$ cat src/rtl/hh_step_scheduler_if.sv
// Request/response channel between hh_step_scheduler and the shared
// Hodgkin-Huxley update datapath.
//   master (scheduler): drives the request valid and payload, receives
//                       ready and the single-cycle response.
//   slave  (datapath) : the mirror image.
// Signals:
//   dp_req_valid / dp_req_ready        request handshake
//   dp_v, dp_n, dp_m, dp_h, dp_stim    request payload (one neuron context)
//   dp_rsp_valid                       response strobe, one cycle
//   dp_rsp_v, dp_rsp_n, dp_rsp_m, dp_rsp_h  updated neuron state
interface hh_step_scheduler_if #(
  parameter int W = 8
);
  logic         dp_req_valid;
  logic         dp_req_ready;
  logic [W-1:0] dp_v;
  logic [W-1:0] dp_n;
  logic [W-1:0] dp_m;
  logic [W-1:0] dp_h;
  logic [W-1:0] dp_stim;
  logic         dp_rsp_valid;
  logic [W-1:0] dp_rsp_v;
  logic [W-1:0] dp_rsp_n;
  logic [W-1:0] dp_rsp_m;
  logic [W-1:0] dp_rsp_h;

  modport master (
    output dp_req_valid, dp_v, dp_n, dp_m, dp_h, dp_stim,
    input  dp_req_ready, dp_rsp_valid, dp_rsp_v, dp_rsp_n, dp_rsp_m, dp_rsp_h
  );

  modport slave (
    input  dp_req_valid, dp_v, dp_n, dp_m, dp_h, dp_stim,
    output dp_req_ready, dp_rsp_valid, dp_rsp_v, dp_rsp_n, dp_rsp_m, dp_rsp_h
  );
endinterface

$ cat src/rtl/hh_step_scheduler.sv
// Time-multiplexes one Hodgkin-Huxley update datapath over NUM_NEURONS
// neuron contexts. Each tick walks the contexts in index order (ISSUE ->
// WAIT -> WRITE per neuron), writes the datapath results back and then
// publishes the spike vector for that timestep.
// Ports:
//   clk, rst_n          clock, asynchronous active-low reset
//   tick                start-of-timestep strobe
//   cfg_we/addr/data    per-neuron stimulus register write
//   overrun_clr         clears the sticky overrun and dp_error flags
//   dp                  datapath channel (hh_step_scheduler_if.master)
//   spikes              spike vector of the last completed timestep
//   step_done           one-cycle pulse when a timestep completes
//   busy                FSM is not idle
//   overrun             sticky: tick arrived while busy
//   dp_error            sticky: a datapath response timed out
module hh_step_scheduler #(
  parameter int NUM_NEURONS = 4,
  parameter int W           = 8,
  parameter int THRESHOLD   = 150,
  parameter int TIMEOUT     = 15,
  parameter int N_INIT      = 8,
  parameter int M_INIT      = 2,
  parameter int H_INIT      = 4
) (
  input  logic                   clk,
  input  logic                   rst_n,
  input  logic                   tick,
  input  logic                   cfg_we,
  input  logic [3:0]             cfg_addr,
  input  logic [W-1:0]           cfg_data,
  input  logic                   overrun_clr,
  hh_step_scheduler_if.master    dp,
  output logic [NUM_NEURONS-1:0] spikes,
  output logic                   step_done,
  output logic                   busy,
  output logic                   overrun,
  output logic                   dp_error
);

  localparam int IDX_W = (NUM_NEURONS > 1) ? $clog2(NUM_NEURONS) : 1;
  localparam int TMO_W = $clog2(TIMEOUT + 1);
  localparam logic [IDX_W-1:0] LAST_IDX = IDX_W'(NUM_NEURONS - 1);
  localparam logic [TMO_W-1:0] TMO_LAST = TMO_W'(TIMEOUT - 1);

  typedef enum logic [2:0] {IDLE, ISSUE, WAIT, WRITE, DONE} state_t;

  state_t state_q, state_d;

  logic             hs;
  logic             rsp_take;
  logic             tmo_hit;
  logic             cfg_hit;
  logic [IDX_W-1:0] idx_q;
  logic [IDX_W-1:0] idx_nxt;
  logic [TMO_W-1:0] tmo_q;

  logic [W-1:0] ctx_v  [NUM_NEURONS];
  logic [W-1:0] ctx_n  [NUM_NEURONS];
  logic [W-1:0] ctx_m  [NUM_NEURONS];
  logic [W-1:0] ctx_h  [NUM_NEURONS];
  logic [W-1:0] stim_q [NUM_NEURONS];

  logic [W-1:0] pay_v_p0, pay_n_p0, pay_m_p0, pay_h_p0, pay_stim_p0;
  logic [W-1:0] rsp_v_p1, rsp_n_p1, rsp_m_p1, rsp_h_p1;
  logic         vld_p1;

  logic [NUM_NEURONS-1:0] spike_acc;

  // Unsigned threshold compare on the written-back membrane potential.
  function automatic logic crosses_threshold(input logic [W-1:0] v);
    return 32'(v) >= 32'(THRESHOLD);
  endfunction

  assign idx_nxt = idx_q + IDX_W'(1);
  assign cfg_hit = cfg_we && ({1'b0, cfg_addr} < 5'(NUM_NEURONS));

  always_ff @(posedge clk or negedge rst_n) begin
    if (!rst_n) state_q <= IDLE;
    else        state_q <= state_d;
  end

  always_comb begin
    state_d  = state_q;
    hs       = 1'b0;
    rsp_take = 1'b0;
    tmo_hit  = 1'b0;
    case (state_q)
      IDLE:  if (tick) state_d = ISSUE;
      ISSUE: if (dp.dp_req_ready) begin
        hs      = 1'b1;
        state_d = WAIT;
      end
      WAIT: begin
        // A response arriving on the last allowed cycle still wins.
        if (dp.dp_rsp_valid) begin
          rsp_take = 1'b1;
          state_d  = WRITE;
        end else if (tmo_q == TMO_LAST) begin
          tmo_hit = 1'b1;
          state_d = WRITE;
        end
      end
      WRITE: state_d = (idx_q == LAST_IDX) ? DONE : ISSUE;
      DONE:  state_d = IDLE;
      default: state_d = IDLE;
    endcase
  end

  assign busy            = (state_q != IDLE);
  assign dp.dp_req_valid = (state_q == ISSUE);
  assign dp.dp_v         = pay_v_p0;
  assign dp.dp_n         = pay_n_p0;
  assign dp.dp_m         = pay_m_p0;
  assign dp.dp_h         = pay_h_p0;
  assign dp.dp_stim      = pay_stim_p0;

  // Stimulus registers are independent of the step sequence; a write lands
  // next cycle and is seen the next time that neuron's payload is latched.
  always_ff @(posedge clk or negedge rst_n) begin
    if (!rst_n) begin
      for (int i = 0; i < NUM_NEURONS; i++) stim_q[i] <= '0;
    end else if (cfg_hit) begin
      stim_q[cfg_addr[IDX_W-1:0]] <= cfg_data;
    end
  end

  always_ff @(posedge clk or negedge rst_n) begin
    if (!rst_n) begin
      idx_q       <= '0;
      tmo_q       <= '0;
      pay_v_p0    <= '0;
      pay_n_p0    <= '0;
      pay_m_p0    <= '0;
      pay_h_p0    <= '0;
      pay_stim_p0 <= '0;
      rsp_v_p1    <= '0;
      rsp_n_p1    <= '0;
      rsp_m_p1    <= '0;
      rsp_h_p1    <= '0;
      vld_p1      <= 1'b0;
      spike_acc   <= '0;
      spikes      <= '0;
      step_done   <= 1'b0;
      overrun     <= 1'b0;
      dp_error    <= 1'b0;
      for (int i = 0; i < NUM_NEURONS; i++) begin
        ctx_v[i] <= '0;
        ctx_n[i] <= W'(N_INIT);
        ctx_m[i] <= W'(M_INIT);
        ctx_h[i] <= W'(H_INIT);
      end
    end else begin
      step_done <= 1'b0;
      // Sticky flags: a set event in the clear cycle takes priority.
      overrun  <= (tick && busy) || (overrun && !overrun_clr);
      dp_error <= tmo_hit || (dp_error && !overrun_clr);

      case (state_q)
        // Stage p0: payload latched on entry to ISSUE, held until accepted.
        IDLE: if (tick) begin
          idx_q       <= '0;
          spike_acc   <= '0;
          pay_v_p0    <= ctx_v[0];
          pay_n_p0    <= ctx_n[0];
          pay_m_p0    <= ctx_m[0];
          pay_h_p0    <= ctx_h[0];
          pay_stim_p0 <= stim_q[0];
        end
        ISSUE: if (hs) tmo_q <= '0;
        // Stage p1: response capture, or abandonment on timeout.
        WAIT: begin
          if (rsp_take) begin
            rsp_v_p1 <= dp.dp_rsp_v;
            rsp_n_p1 <= dp.dp_rsp_n;
            rsp_m_p1 <= dp.dp_rsp_m;
            rsp_h_p1 <= dp.dp_rsp_h;
            vld_p1   <= 1'b1;
          end else if (tmo_hit) begin
            vld_p1 <= 1'b0;
          end else begin
            tmo_q <= tmo_q + TMO_W'(1);
          end
        end
        // Stage p2: writeback and spike evaluation; a timed-out neuron keeps
        // its old context and never spikes.
        WRITE: begin
          if (vld_p1) begin
            ctx_v[idx_q]     <= rsp_v_p1;
            ctx_n[idx_q]     <= rsp_n_p1;
            ctx_m[idx_q]     <= rsp_m_p1;
            ctx_h[idx_q]     <= rsp_h_p1;
            spike_acc[idx_q] <= crosses_threshold(rsp_v_p1);
          end else begin
            spike_acc[idx_q] <= 1'b0;
          end
          if (idx_q != LAST_IDX) begin
            idx_q       <= idx_nxt;
            pay_v_p0    <= ctx_v[idx_nxt];
            pay_n_p0    <= ctx_n[idx_nxt];
            pay_m_p0    <= ctx_m[idx_nxt];
            pay_h_p0    <= ctx_h[idx_nxt];
            pay_stim_p0 <= stim_q[idx_nxt];
          end
        end
        DONE: begin
          spikes    <= spike_acc;
          step_done <= 1'b1;
        end
        default: ;
      endcase
    end
  end

endmodule

$ cat src/flat_wrapper.sv
// flat-port wrapper written by rule: the top's interface ports become plain ports
module hh_step_scheduler_flat 
#(
  parameter int NUM_NEURONS = 4,
  parameter int W           = 8,
  parameter int THRESHOLD   = 150,
  parameter int TIMEOUT     = 15,
  parameter int N_INIT      = 8,
  parameter int M_INIT      = 2,
  parameter int H_INIT      = 4
)
  (clk, rst_n, tick, cfg_we, cfg_addr, cfg_data, overrun_clr, spikes, step_done, busy, overrun, dp_error, dp_dp_req_valid, dp_dp_v, dp_dp_n, dp_dp_m, dp_dp_h, dp_dp_stim, dp_dp_req_ready, dp_dp_rsp_valid, dp_dp_rsp_v, dp_dp_rsp_n, dp_dp_rsp_m, dp_dp_rsp_h);
  hh_step_scheduler_if #(.W(W)) dp_i ();
  input  logic clk;
  input  logic rst_n;
  input  logic tick;
  input  logic cfg_we;
  input  logic [3:0] cfg_addr;
  input  logic [W-1:0] cfg_data;
  input  logic overrun_clr;
  output logic [NUM_NEURONS-1:0] spikes;
  output logic step_done;
  output logic busy;
  output logic overrun;
  output logic dp_error;
  output wire logic [$bits(dp_i.dp_req_valid)-1:0] dp_dp_req_valid;
  output wire logic [$bits(dp_i.dp_v)-1:0] dp_dp_v;
  output wire logic [$bits(dp_i.dp_n)-1:0] dp_dp_n;
  output wire logic [$bits(dp_i.dp_m)-1:0] dp_dp_m;
  output wire logic [$bits(dp_i.dp_h)-1:0] dp_dp_h;
  output wire logic [$bits(dp_i.dp_stim)-1:0] dp_dp_stim;
  input wire logic [$bits(dp_i.dp_req_ready)-1:0] dp_dp_req_ready;
  input wire logic [$bits(dp_i.dp_rsp_valid)-1:0] dp_dp_rsp_valid;
  input wire logic [$bits(dp_i.dp_rsp_v)-1:0] dp_dp_rsp_v;
  input wire logic [$bits(dp_i.dp_rsp_n)-1:0] dp_dp_rsp_n;
  input wire logic [$bits(dp_i.dp_rsp_m)-1:0] dp_dp_rsp_m;
  input wire logic [$bits(dp_i.dp_rsp_h)-1:0] dp_dp_rsp_h;
  assign dp_dp_req_valid = dp_i.dp_req_valid;
  assign dp_dp_v = dp_i.dp_v;
  assign dp_dp_n = dp_i.dp_n;
  assign dp_dp_m = dp_i.dp_m;
  assign dp_dp_h = dp_i.dp_h;
  assign dp_dp_stim = dp_i.dp_stim;
  assign dp_i.dp_req_ready = dp_dp_req_ready;
  assign dp_i.dp_rsp_valid = dp_dp_rsp_valid;
  assign dp_i.dp_rsp_v = dp_dp_rsp_v;
  assign dp_i.dp_rsp_n = dp_dp_rsp_n;
  assign dp_i.dp_rsp_m = dp_dp_rsp_m;
  assign dp_i.dp_rsp_h = dp_dp_rsp_h;
  hh_step_scheduler #(.NUM_NEURONS(NUM_NEURONS), .W(W), .THRESHOLD(THRESHOLD), .TIMEOUT(TIMEOUT), .N_INIT(N_INIT), .M_INIT(M_INIT), .H_INIT(H_INIT)) u_core (.clk(clk), .rst_n(rst_n), .tick(tick), .cfg_we(cfg_we), .cfg_addr(cfg_addr), .cfg_data(cfg_data), .overrun_clr(overrun_clr), .dp(dp_i), .spikes(spikes), .step_done(step_done), .busy(busy), .overrun(overrun), .dp_error(dp_error));
endmodule
$ cat config.mk
export PLATFORM = sky130hd
export DESIGN_NAME = hh_step_scheduler_flat
export DESIGN_NICKNAME = d
export VERILOG_FILES = /design/src/rtl/hh_step_scheduler_if.sv /design/src/rtl/hh_step_scheduler.sv /design/src/flat_wrapper.sv
export SDC_FILE = /design/constraint.sdc
export NUM_CORES = 1
export LEC_CHECK = 0
export ABC_AREA = 0
export BUFFER_PORTS_ARGS = -buffer_cell sky130_fd_sc_hd__buf_2
export CAP_MARGIN = 20
export CORE_ASPECT_RATIO = 0.8
export CORE_MARGIN = 3
export CORE_UTILIZATION = 64
export CTS_CLUSTER_DIAMETER = 80
export DETAILED_ROUTE_END_ITERATION = 10
export PLACE_DENSITY_LB_ADDON = 0.15
export SKIP_CTS_REPAIR_TIMING = 1
export SYNTH_ARGS = -nofsm -noshare
export SYNTH_HDL_FRONTEND = slang
export SYNTH_SLANG_ARGS = --single-unit
$ cat constraint.sdc
create_clock -name clk -period 7.4 [get_ports clk]
set_input_delay 1.48 -clock clk [delete_from_list [all_inputs] [get_ports clk]]
set_output_delay 1.48 -clock clk [all_outputs]
set_load 0.1 [all_outputs]
==> metrics.md <==
| Metric | Value |
|---|---|
| Outcome | `complete, no violations` |
| Vertical extent of the die | `approximately 130 um` |
| Static power due to leakage | `6.360 nW` |
| Pwr dens | `slightly above 500 nW/um^2` |
| CTS buffer count | `25` |
| Worst hold slack after final layout | `505.3 ps` |
| Syn nets | `a little under 900` |
| Kind of end point of the critical path | `flip-flop` |
| Multi-input combinational cell area | `between 4000 and 5000 um^2` |
| Routability congestion estimate | `0.8282` |
| Clock edge transition at the registers on the reported setup and hold paths | `60 ps` |
| Unrepaired setup endpoints after global routing | `no` |
| Per-instance average area after synthesis | `around 14 um^2` |
| Worst slew slack as a fraction of its limit | `0.2491` |
| Count of TritonRoute iterations in the first routing pass | `5` |
| Clock sink total | `between 200 and 300` |
| Number of buffers on the longest clock path | `3` |
| Sequential share of the synthesized area | `0.5436` |
| TritonCTS clock tree | `yes` |
| Library cell used as clock root buffer | `sky130_fd_sc_hd__clkbuf_16` |
| Number of warnings issued by yosys | `0` |
| Minimum clock period after layout | `about 3500 ps` |
| Most common cell after layout, fill and taps aside | `sky130_fd_sc_hd__dfrtp_1` |
| Sequential cell area | `around 6300 um^2` |
| Starting Density | `0.6635` |
| First-pass GRT wire length | `around 41 mm` |
| Largest voltage drop on the vdd net | `around 0.58 mV` |
| Ports placed on the boundary | `100` |
| Beginning of the worst register-to-register path | `u_core.idx_q[0]$_DFFE_PN0P_` |
| Number of DRC markers in iteration 0 | `480` |
| Part of the cycle the worst path needs | `0.4711` |
| Filler instances | `approximately 1100` |
| Capturing point of the worst reg2reg path | `u_core.dp.dp_v[0]$_DFFE_PN0P_` |
| Critical path class | `flip-flop to flip-flop` |
| Critical path peak fanout | `82` |
| Cell variety after synth | `46` |
| Post-route clock skew | `between 10 and 15 ps` |
| Worst min-delay path category | `flip-flop to flip-flop` |
| End of the critical path | `u_core.dp.dp_v[0]$_DFFE_PN0P_` |
| Synthesized area | `between 10000 and 15000 um^2` |
| Number of vias after detailed routing | `around 7000` |
| WL final | `24.95 mm` |
| Total of max-cap violations | `0` |
| Post-Place Worst Slack | `3886 ps` |
| Final hold violation count | `0` |
| Most used cells in the layout excluding fill and tap cells | `sky130_fd_sc_hd__dfrtp_1, sky130_fd_sc_hd__mux2_4, sky130_fd_sc_hd__buf_2, sky130_fd_sc_hd__mux2_2, sky130_fd_sc_hd__nand2_1` |
| Signed area change from the synthesized netlist to the final layout | `10.48%` |
| Register-to-register setup slack | `3910 ps` |
| H-tree depth reported by CTS | `1` |
| Post-layout net count | `around 970` |
| Remaining antenna violation count | `0` |
| Final-report max-slew violation count | `0` |
| Transition time of the tightest slew-check pin | `approximately 1100 ps` |
| Die width | `157.0 um` |
| Global routing usage summed across all routing layers | `0.2559` |
| Met1 GRT Util | `0.3475` |
| Initial antenna violation count | `1` |
| Endpoint required time on the critical path | `7750 ps` |
| Insertion delay to the later sink of the worst-skew pair | `510 ps` |
| Area inside the core boundary | `roughly 18000 um^2` |
| TNS Setup | `0 ps` |
| Leftover overflow at the end of global routing | `0` |
| Layout cells sized above 1 | `0.4335` |
| Overall power consumption | `approximately 6.5 mW` |
| Worst min-delay path startpoint | `u_core.ctx_n[4]$_DFFE_PN0P_` |
| Yosys reg bits | `253` |
| Vias in the first global route | `roughly 7800` |
| Data arrival time at the worst-slack endpoint | `~3800 ps` |
| Top_reg_cell synth | `sky130_fd_sc_hd__dfrtp_1` |
| Final routed DRC violation total | `0` |
| Number of rows in the core area | `43` |
| Peak clock frequency supported by timing | `0.2868 GHz` |
| Port bufs | `between 90 and 100` |
| Overall die area | `around 20000 um^2` |
| Number of vias per cell after detailed routing | `approximately 6.1` |
| Cell count after synthesis | `829` |
| Number of setup violations in the final report | `0` |
| Final worst slack | `just under 4000 ps` |
| Worst reg-to-reg path cell count | `7` |
| Number of enable-type register cells in the synthesized netlist | `0` |
| Fraction of registers with async set or reset after synthesis | `1.000` |
| Global routing usage on met2 | `0.4334` |
| Launch point of the critical path | `u_core.idx_q[0]$_DFFE_PN0P_` |
| Detailed-route wire length per cell | `~22 um` |
| Layer carrying the most global-route usage | `met2` |
| Maximum number of pins on one net before global-route repair | `roughly 120` |
| Critical Path Source Type | `flip-flop` |
| Met3 capacity usage during global routing | `0.04502` |
| Estimated wirelength of the detail-placed design | `approximately 14 mm` |
[critical path: stages, from the launching register on]
cell and delay [ps]:
sky130_fd_sc_hd__dfrtp_2 730, sky130_fd_sc_hd__buf_4 570, sky130_fd_sc_hd__inv_2 120, sky130_fd_sc_hd__ha_4 900, sky130_fd_sc_hd__o21ai_4 230, sky130_fd_sc_hd__buf_4 340
sky130_fd_sc_hd__a32oi_1 280, sky130_fd_sc_hd__a21oi_2 80
[state kept, by name, indices dropped and copies added, names as in the netlist, 2 cells and up]
| name | flops |
|---|---|
| u_core.idx_q | 2 |
| u_core.ctx_n | 32 |
| u_core.dp.dp_v | 8 |
| u_core.state_q | 3 |
| u_core.dp.dp_h | 8 |
| u_core.spikes | 4 |
| u_core.rsp_v_p1 | 8 |
| u_core.rsp_h_p1 | 8 |
| u_core.ctx_m | 32 |
| u_core.dp.dp_stim | 8 |
| u_core.dp.dp_n | 8 |
| u_core.spike_acc | 4 |
| u_core.rsp_n_p1 | 8 |
| u_core.tmo_q | 4 |
| u_core.ctx_h | 32 |
| u_core.dp.dp_m | 8 |
| u_core.stim_q | 32 |
| u_core.ctx_v | 32 |
| u_core.rsp_m_p1 | 8 |
[routing by layer]
layer	up-vias	wire length, um
met2	198	12280
met3	43	1319
met1	3665	10840
li1	3139	-
met5	-	0
met4	0	507
[report_power, final]
group / switching (mW) / internal [mW] / total [mW] / leakage (nW)
Combinational: 1.90 / 1.11 / 3.01 / 2.80
Clock: 0.512 / 0.661 / 1.17 / 0.372
Sequential: 0.433 / 1.93 / 2.36 / 3.18
Total: 2.85 / 3.70 / 6.55 / 6.36
[area by class of cell]
type | count | share of cell area
Antenna cell | 1 | 0.0001940
Multi-Input combinational cell | 511 | 0.3809
Clock buffer | 35 | 0.05452
Inverter | 11 | 0.003201
Tap cell | 225 | 0.02183
Sequential cell | 253 | 0.4921
Timing Repair Buffer | 107 | 0.04366
Clock inverter | 8 | 0.003589
[cells in the mapped netlist (2+ instances only)]
library cell / count / area, um^2
sky130_fd_sc_hd__dfrtp_1: 241 / 6031
sky130_fd_sc_hd__mux2_4: 120 / 1802
sky130_fd_sc_hd__mux2_2: 78 / 878.3
sky130_fd_sc_hd__nand2_1: 50 / 187.7
sky130_fd_sc_hd__nor2_1: 46 / 172.7
sky130_fd_sc_hd__mux2i_1: 42 / 420.4
sky130_fd_sc_hd__a21o_1: 41 / 307.8
sky130_fd_sc_hd__a32oi_1: 39 / 341.6
sky130_fd_sc_hd__a21oi_2: 31 / 271.5
sky130_fd_sc_hd__buf_6: 20 / 225.2
sky130_fd_sc_hd__clkbuf_1: 15 / 56.30
sky130_fd_sc_hd__buf_2: 14 / 70.07
sky130_fd_sc_hd__dfstp_2: 12 / 315.3
sky130_fd_sc_hd__a21oi_1: 11 / 55.05
sky130_fd_sc_hd__inv_1: 10 / 37.54
sky130_fd_sc_hd__ha_1: 6 / 75.07
sky130_fd_sc_hd__nand3_1: 6 / 30.03
sky130_fd_sc_hd__o21ai_0: 5 / 25.02
sky130_fd_sc_hd__buf_4: 4 / 30.03
sky130_fd_sc_hd__nand3_4: 4 / 70.07
sky130_fd_sc_hd__nor3_1: 4 / 20.02
sky130_fd_sc_hd__nand2b_1: 2 / 12.51
sky130_fd_sc_hd__nand3b_1: 2 / 15.01
sky130_fd_sc_hd__nand4_1: 2 / 12.51
sky130_fd_sc_hd__nor2b_1: 2 / 12.51
sky130_fd_sc_hd__o211ai_1: 2 / 15.01
[cells by family (layout without fill, tap and decap cells)]
kind of cell / after synthesis / in the layout / synth area share
flops: 253 / 253 / 0.5436
mux: 240 / 240 / 0.2656
compound gates: 137 / 137 / 0.09336
simple gates: 128 / 128 / 0.05348
buf+inv: 65 / 161 / 0.03751
fa+ha+maj: 6 / 6 / 0.006431
other cells: 0 / 1 / 0
[how the worst min path moves through the flow]
stage | cells past startpoint | endpoint | slack, ps
final | 1 | u_core.ctx_n[4]$_DFFE_PN0P_ | 510
after global routing | 1 | u_core.ctx_n[1]$_DFFE_PN0P_ | 520
after CTS | 1 | u_core.ctx_n[4]$_DFFE_PN0P_ | 510
after detailed placement | 1 | u_core.ctx_n[1]$_DFFE_PN0P_ | 490
after global placement | 1 | u_core.ctx_n[4]$_DFFE_PN0P_ | 490
after floorplan | 2 | u_core.spike_acc[0]$_DFFE_PN0P_ | 460
[per-stage QoR]
stage,util,cells,area (um^2)
after floorplan,-,829,11670
after global placement,0.6901,1106,12140
after detailed placement,0.6901,1106,12140
after CTS,0.7327,1149,12890
after global routing,0.7331,1151,12900
final,0.7331,1151,12900
(Power assumes the default switching activity.)
